--- src/rtl/dff_pipe_pkg.sv ---
// Shared constants and helpers for the enabled register pipeline.
package dff_pipe_pkg;

  localparam int unsigned DEF_WIDTH = 8;
  localparam int unsigned DEF_DEPTH = 3;
  localparam int unsigned CHG_CNT_W = 16;
  localparam logic [CHG_CNT_W-1:0] CHG_CNT_MAX = 16'hFFFF;

  // Occupancy counter width: enough to hold 0..depth, never narrower than 1 bit.
  function automatic int unsigned occ_w(input int unsigned depth);
    int unsigned w;
    w = $clog2(depth + 1);
    return (w < 1) ? 1 : w;
  endfunction

endpackage : dff_pipe_pkg

--- src/rtl/dff_en_stage.sv ---
// One pipeline stage: data + valid register with enable, valid clear and sync reset.
module dff_en_stage
  import dff_pipe_pkg::*;
#(
  parameter int unsigned      WIDTH     = DEF_WIDTH,
  parameter logic [WIDTH-1:0] RESET_VAL = '0
) (
  input  logic             clk,
  input  logic             reset_n,
  input  logic             enable,
  input  logic             clr_valid,
  input  logic [WIDTH-1:0] i_d,
  input  logic             i_valid,
  output logic [WIDTH-1:0] o_q,
  output logic             o_valid
);

  logic [WIDTH-1:0] r_data;
  logic             r_valid;

  // Reset beats clear, clear beats enable; data is untouched by a clear.
  always_ff @(posedge clk) begin
    if (!reset_n) begin
      r_data  <= RESET_VAL;
      r_valid <= 1'b0;
    end else if (clr_valid) begin
      r_valid <= 1'b0;
    end else if (enable) begin
      r_data  <= i_d;
      r_valid <= i_valid;
    end
  end

  assign o_q     = r_data;
  assign o_valid = r_valid;

endmodule : dff_en_stage

--- src/rtl/dff_pipe_en.sv ---
// Stallable multi-stage delay line with valid tracking, flush and occupancy.
// Optional q change detection is built only when PIPE_CHANGE_DETECT_EN is defined.
module dff_pipe_en
  import dff_pipe_pkg::*;
#(
  parameter int unsigned      WIDTH     = DEF_WIDTH,
  parameter int unsigned      DEPTH     = DEF_DEPTH,
  parameter logic [WIDTH-1:0] RESET_VAL = '0
) (
  input  logic                       clk,
  input  logic                       reset_n,
  input  logic                       enable,
  input  logic                       flush,
  input  logic [WIDTH-1:0]           d,
  input  logic                       d_valid,
  output logic [WIDTH-1:0]           q,
  output logic                       q_valid,
  output logic [occ_w(DEPTH)-1:0]    occupancy,
  output logic                       q_changed,
  output logic [CHG_CNT_W-1:0]       change_cnt
);

  localparam int unsigned OCC_W = occ_w(DEPTH);

  logic [WIDTH-1:0] w_stage_d [DEPTH];
  logic [DEPTH-1:0] w_stage_v;

  // Stage chain: stage 0 takes the input, each later stage takes its predecessor.
  for (genvar gi = 0; gi < DEPTH; gi++) begin : g_stage
    logic [WIDTH-1:0] w_in_d;
    logic             w_in_v;

    if (gi == 0) begin : g_head
      assign w_in_d = d;
      assign w_in_v = d_valid;
    end else begin : g_body
      assign w_in_d = w_stage_d[gi-1];
      assign w_in_v = w_stage_v[gi-1];
    end

    dff_en_stage #(
      .WIDTH     (WIDTH),
      .RESET_VAL (RESET_VAL)
    ) u_stage (
      .clk       (clk),
      .reset_n   (reset_n),
      .enable    (enable),
      .clr_valid (flush),
      .i_d       (w_in_d),
      .i_valid   (w_in_v),
      .o_q       (w_stage_d[gi]),
      .o_valid   (w_stage_v[gi])
    );
  end

  assign q       = w_stage_d[DEPTH-1];
  assign q_valid = w_stage_v[DEPTH-1];

  logic [OCC_W-1:0] r_occ;

  // Running count of valid stages: one in from d_valid, one out from the last stage.
  always_ff @(posedge clk) begin
    if (!reset_n) begin
      r_occ <= '0;
    end else if (flush) begin
      r_occ <= '0;
    end else if (enable) begin
      r_occ <= r_occ + OCC_W'(d_valid) - OCC_W'(w_stage_v[DEPTH-1]);
    end
  end

  assign occupancy = r_occ;

`ifdef PIPE_CHANGE_DETECT_EN
  logic [WIDTH-1:0]     w_next_q;
  logic                 w_next_v;
  logic                 w_diff;
  logic [WIDTH-1:0]     r_ref;
  logic                 r_ref_v;
  logic                 r_chg;
  logic [CHG_CNT_W-1:0] r_cnt;

  // Value that the last stage will load on the next enabled edge.
  if (DEPTH == 1) begin : g_next_in
    assign w_next_q = d;
    assign w_next_v = d_valid;
  end else begin : g_next_stage
    assign w_next_q = w_stage_d[DEPTH-2];
    assign w_next_v = w_stage_v[DEPTH-2];
  end

  assign w_diff = w_next_v & (~r_ref_v | (w_next_q != r_ref));

  // Track last valid q and pulse/count when a new valid q differs from it.
  always_ff @(posedge clk) begin
    if (!reset_n) begin
      r_ref   <= RESET_VAL;
      r_ref_v <= 1'b0;
      r_chg   <= 1'b0;
      r_cnt   <= '0;
    end else if (flush) begin
      r_ref_v <= 1'b0;
      r_chg   <= 1'b0;
    end else if (enable) begin
      r_chg <= w_diff;
      if (w_next_v) begin
        r_ref   <= w_next_q;
        r_ref_v <= 1'b1;
      end
      if (w_diff && (r_cnt != CHG_CNT_MAX)) begin
        r_cnt <= r_cnt + CHG_CNT_W'(1);
      end
    end else begin
      r_chg <= 1'b0;
    end
  end

  assign q_changed  = r_chg;
  assign change_cnt = r_cnt;
`else
  assign q_changed  = 1'b0;
  assign change_cnt = '0;
`endif

endmodule : dff_pipe_en
--- config.mk ---
export PLATFORM = sky130hd
export DESIGN_NAME = dff_pipe_en
export DESIGN_NICKNAME = d
export VERILOG_FILES = /design/src/rtl/dff_pipe_pkg.sv /design/src/rtl/dff_en_stage.sv /design/src/rtl/dff_pipe_en.sv
export SDC_FILE = /design/constraint.sdc
export NUM_CORES = 1
export LEC_CHECK = 0
export ABC_AREA = 1
export CAP_MARGIN = 25
export CORE_MARGIN = 4
export CORE_UTILIZATION = 40
export DETAILED_ROUTE_END_ITERATION = 16
export GPL_TIMING_DRIVEN = 0
export PLACE_DENSITY_LB_ADDON = 0.1
export SKIP_LAST_GASP = 1
export SYNTH_ARGS = -nofsm -noshare
export SYNTH_HDL_FRONTEND = slang
export SYNTH_SLANG_ARGS = --single-unit
export TNS_END_PERCENT = 30
--- constraint.sdc ---
create_clock -name clk -period 1.18 [get_ports clk]
set_input_delay 0.295 -clock clk [delete_from_list [all_inputs] [get_ports clk]]
set_output_delay 0.295 -clock clk [all_outputs]
set_load 0.01 [all_outputs]
# Word-level counts from Yosys, hierarchy flattened
# Index checks and enable logic that the tools add are counted.
op_classes:
  n_bitwise: 2
  add_sub_neg: 2
  reduce_logical: 2
op_table:
  columns: ["cell", "count"]
  rows:
  - ["2-bit by 1-bit adder with 2-bit output", 1]
  - ["1-bit NOT", 2]
  - ["2-bit AND reduction", 1]
  - ["2-bit OR reduction", 1]
  - ["2-bit by 1-bit subtractor with 2-bit output", 1]
totals:
  out_inout_bits: 28
  ff_bits: 29
  inputBits: 13

# Logic depth before layout (Yosys ltp)
depth:
  depth_word: 2
  depth_mapped: 10

# By module
# From an unflattened synthesis, not the netlist that was laid out.
hier_totals:
  cells_unflattened: 214
  area_unflattened_um2: 1443.9
modules_own_cells:
  columns: ["module", "instances", "cells_per_inst", "area_per_inst_um2"]
  rows:
  - ["dff_en_stage", 3, 58, 391.6]
  - ["dff_pipe_en", 1, 40, 269.0]

# Worst setup path after synthesis
# OpenSTA, ideal clock, no wires.
synth_path:
  kind: "reg2reg"
  startpoint: "register r_occ[0] (netlist: occupancy[0])"
  endpoint: "register r_occ[1] (netlist: occupancy[1])"
  t_arrival_ps: 1162
  synth_period_minus_slack_ps: 1275
  setup_ps: 113
  setup_slack_ps: -95
  t_required_ps: 1067
  stages_incl_launch_ff: 11
  cell_sequence: "dfxtp_1 inv_1 ha_1 inv_1 ha_1 inv_1 nand2_1 nand3_1 nand2_1 nand2_1 nor2_1"
synth_via:
  elab_chain_cells: 2
synth_lines:
  columns: ["item", "line_no", "source"]
  rows:
  - ["start, declared", "dff_pipe_en.sv:59", "logic [OCC_W-1:0] r_occ;"]
  - ["start signal, assigned", "dff_pipe_en.sv:68", "r_occ <= r_occ + OCC_W'(d_valid) - OCC_W'(w_stage_v[DEPTH-1]);"]
  - ["2-bit by 1-bit adder with 2-bit output", "dff_pipe_en.sv:68", null]
  - ["2-bit by 1-bit subtractor with 2-bit output", "dff_pipe_en.sv:68", null]
# No other way between the ends.
# A chain may end at the register's enable or synchronous reset.

# Final worst setup path
# Ends and elaborated chain as after synthesis.

==> impl_metrics.csv <==
group,metric,value,unit
run_status,outcome,"finished with violations",
run_status,violations,"setup timing",
floorplan,start_util,0.436,
floorplan,core_area,0.00285,mm²
place,dpl.hpwl,1760,µm
synthesis,synth_edf_count,0,
setup_path,worstPathArrival,1.45,ns
timing,setup_viol,5,
drt,ant_nets,0,
floorplan,rows,19,
global_routing,grt_util_all_layers,0.130,
synthesis,synthTopCellsByArea,"dfxtp_1 (47%), nor2_1 (13%), buf_4 (10%)",
final_layout,drive_gt1_frac,0.315,
power,p_sw,0.483,mW
setup_path,worstSetupEndpointType,"flip-flop",
drt,viasPerCell,4.46,
final_layout,diodes,0,
cts,cts_sinks,29,
timing,fin_ws,-0.0492,ns
synthesis,avgSynthCellArea,7.96,µm²
cts,path_clk_slew,0.08,ns
drt,drc,0,
drt,dr.pass1.iters,4,
global_routing,antenna_found_initial,0,
power,p_per_area,1170,mW/mm²
cts,htreeDepth,2,
final_layout,fin_area,0.00167,mm²
drt,wire_per_inst,10.2,µm
timing,period_share,1.04,
synthesis,synthDistinctLibCells,17,
synthesis,yosysWarnings,0,
setup_path,path_class,"flip-flop to flip-flop",
final_layout,syn_to_final_growth,34.0,%
synthesis,synth.most_common_cell,"nor2_1",
cts,numCtsBuffers,5,
drt,routed_wl,2380,µm
power,clkPwrFrac,0.299,
synthesis,synth_seq_cells,29,
power,ir_worst_vdd,755,µV
timing,rsz0062_at_grt,"yes",
cts,cts_hold_buffers,0,
synthesis,ys.flop_type,"dfxtp_1",
floorplan,dieHeight,63.7,µm
worst_hold_path,hold_path.class,"input pin to flip-flop",
drt,drt_iter0_drc,22,
global_routing,grt_max_degree,11,
floorplan,die-area,0.00406,mm²
drt,vias,1043,
power,combPwrFrac,0.155,
synthesis,yosysSeqAreaShare,0.467,
cts,tritoncts,"done",
flow_run,maxCapViolCount,0,
power,p_sw_frac,0.247,
power,p_total,1.95,mW
power,p_int,1.47,mW
floorplan,pin_count,41,
synthesis,ys_async_sr_fraction,0,
synthesis,yosys-top-cells-count,"nor2_1 (43), dfxtp_1 (29), buf_4 (17), o21ai_0 (17), nand2_1 (11)",
final_layout,fill_cells,268,
timing,clock.fmax,0.814,GHz
global_routing,first_global_vias,977,
power,leakagePower,0.805,nW
synthesis,synth_area,0.00124,mm²
synthesis,yosys.area.top_type_share,0.467,
setup_path,critical_path_required,1.40,ns
floorplan,die_w,63.7,µm
final_layout,nets,218,
setup_path,cpPeakStageDelay,0.34,ns
setup_path,cp_max_fo,2,
place,place.gp.congestion,0.765,
setup_path,crit_slowest_cell,"dfxtp_2",
cts,clock_latency,0.32,ns
timing,final_max_slew_viol_count,0,
global_routing,overflow,0,
synthesis,synth_area_leader_cell,"dfxtp_1",
synthesis,synthCells,156,
timing,fin_worst_skew,0.00539,ns
setup_path,worstSetupStartpointType,"flip-flop",
timing,finalCriticalPeriod,1.23,ns
cts,clockBufferDepth,2,
timing,hold_violations,0,
place,post_dp_cell_area,0.00160,mm²
cts,cts_root_buffer,"clkbuf_4",
setup_path,path_cells,"inv_2 -> ha_4 -> inv_4 -> ha_4 -> nand2_1 -> nand3_1 -> nor2_1 -> nor2_1",
place,io_buffers,23,
global_routing,grt_pass1_wl,4100,µm
power,pwr-share-seq,0.546,
cell type report:
class / instances / area [µm²] / area share
tap: 31 / 38.8 / 0.0233
inverter: 9 / 38.8 / 0.0233
multi-input combinational: 111 / 531 / 0.319
timing repair buffer: 24 / 226 / 0.136
sequential: 29 / 593 / 0.356
clock buffer: 7 / 55.1 / 0.0331
buffer: 23 / 183 / 0.110
state kept, by name, summed over array words and instances, names as in the netlist:
| register | flops |
|---|---|
| g_stage.u_stage.o_q | 24 |
| g_stage.u_stage.o_valid | 3 |
| occupancy | 2 |
path summary, 6_finish.rpt:
path	from	endpoint	slack (ns)	cells after the start
hold reg to reg	g_stage[0].u_stage.o_valid	g_stage[0].u_stage.o_valid	0.47	2
hold / removal	enable	g_stage[2].u_stage.o_valid	0.45	3
setup reg to reg	occupancy[0]	occupancy[1]	-0.05	8
setup / recovery	occupancy[0]	occupancy[1]	-0.05	8
per-layer routing:
layer | GRT usage | vias up | wire [µm]
met5 | 0 | - | 0
met3 | 0.0683 | 2 | 231
met4 | 0.0566 | 0 | 17
li1 | - | 552 | -
met1 | 0.134 | 449 | 981
met2 | 0.220 | 40 | 1150
worst max-delay path: cells and delay by family, from the launching register on:
family / cells / cell delay (ns)
fa+ha+maj: 2 / 0.41
buf+inv: 2 / 0.08
simple gates: 4 / 0.31
flops: 1 / 0.34
cells in the final DEF (no fill, tap or decap):
cell type,n
ha_4,2
dfxtp_2,10
nand2_1,11
clkdlybuf4s50_1,11
inv_1,4
clkbuf_2,2
buf_2,3
clkbuf_8,1
o21ai_0,17
inv_4,2
clkbuf_1,1
dlygate4sd2_1,3
conb_1,17
nor2_2,7
clkbuf_4,5
clkdlybuf4s15_2,6
buf_6,4
nor2_8,1
buf_4,18
a21oi_1,4
nor2_1,43
dfxtp_1,19
inv_2,3
o21ai_1,8
nand3_1,1
through the flow:
stage	worst slack [ns]	setup TNS (ns)	instances	hold slack, ns	utilization
3_5_place_dp	-0.485	-11.15	226	0.458	0.561
5_1_grt	-0.129	-0.624	234	0.441	0.584
2_1_floorplan	-0.0301	-0.0305	172	0.428	-
6_report	-0.0492	-0.148	234	0.452	0.584
3_3_place_gp	-0.422	-9.95	226	0.441	0.561
4_1_cts	-0.0527	-0.368	233	0.441	0.580
power groups by stage:
stage / combinational (mW) / sequential (mW) / clock [mW]
6_report: 0.303 / 1.07 / 0.584
5_1_grt: 0.340 / 1.07 / 0.663
4_1_cts: 0.300 / 1.07 / 0.619
3_5_place_dp: 0.308 / 1.09 / 0
3_3_place_gp: 0.301 / 1.08 / 0
2_1_floorplan: 0.188 / 1.09 / 0
logic make-up after synthesis:
| family | count (synthesis) | share of synthesized area |
|---|---|---|
| compound gates | 29 | 0.117 |
| fa+ha+maj | 2 | 0.0201 |
| buf+inv | 32 | 0.174 |
| flops | 29 | 0.467 |
| other cells | 1 | 0.00302 |
| simple gates | 63 | 0.219 |
repair_timing:
action | CTS | global route
buffers inserted | 0 | 1
pin swaps | 3 | 1
gates resized for setup | 42 | 4
setup endpoints to repair | 33 | 30
Note: power is estimated with default switching activity, not from simulation.
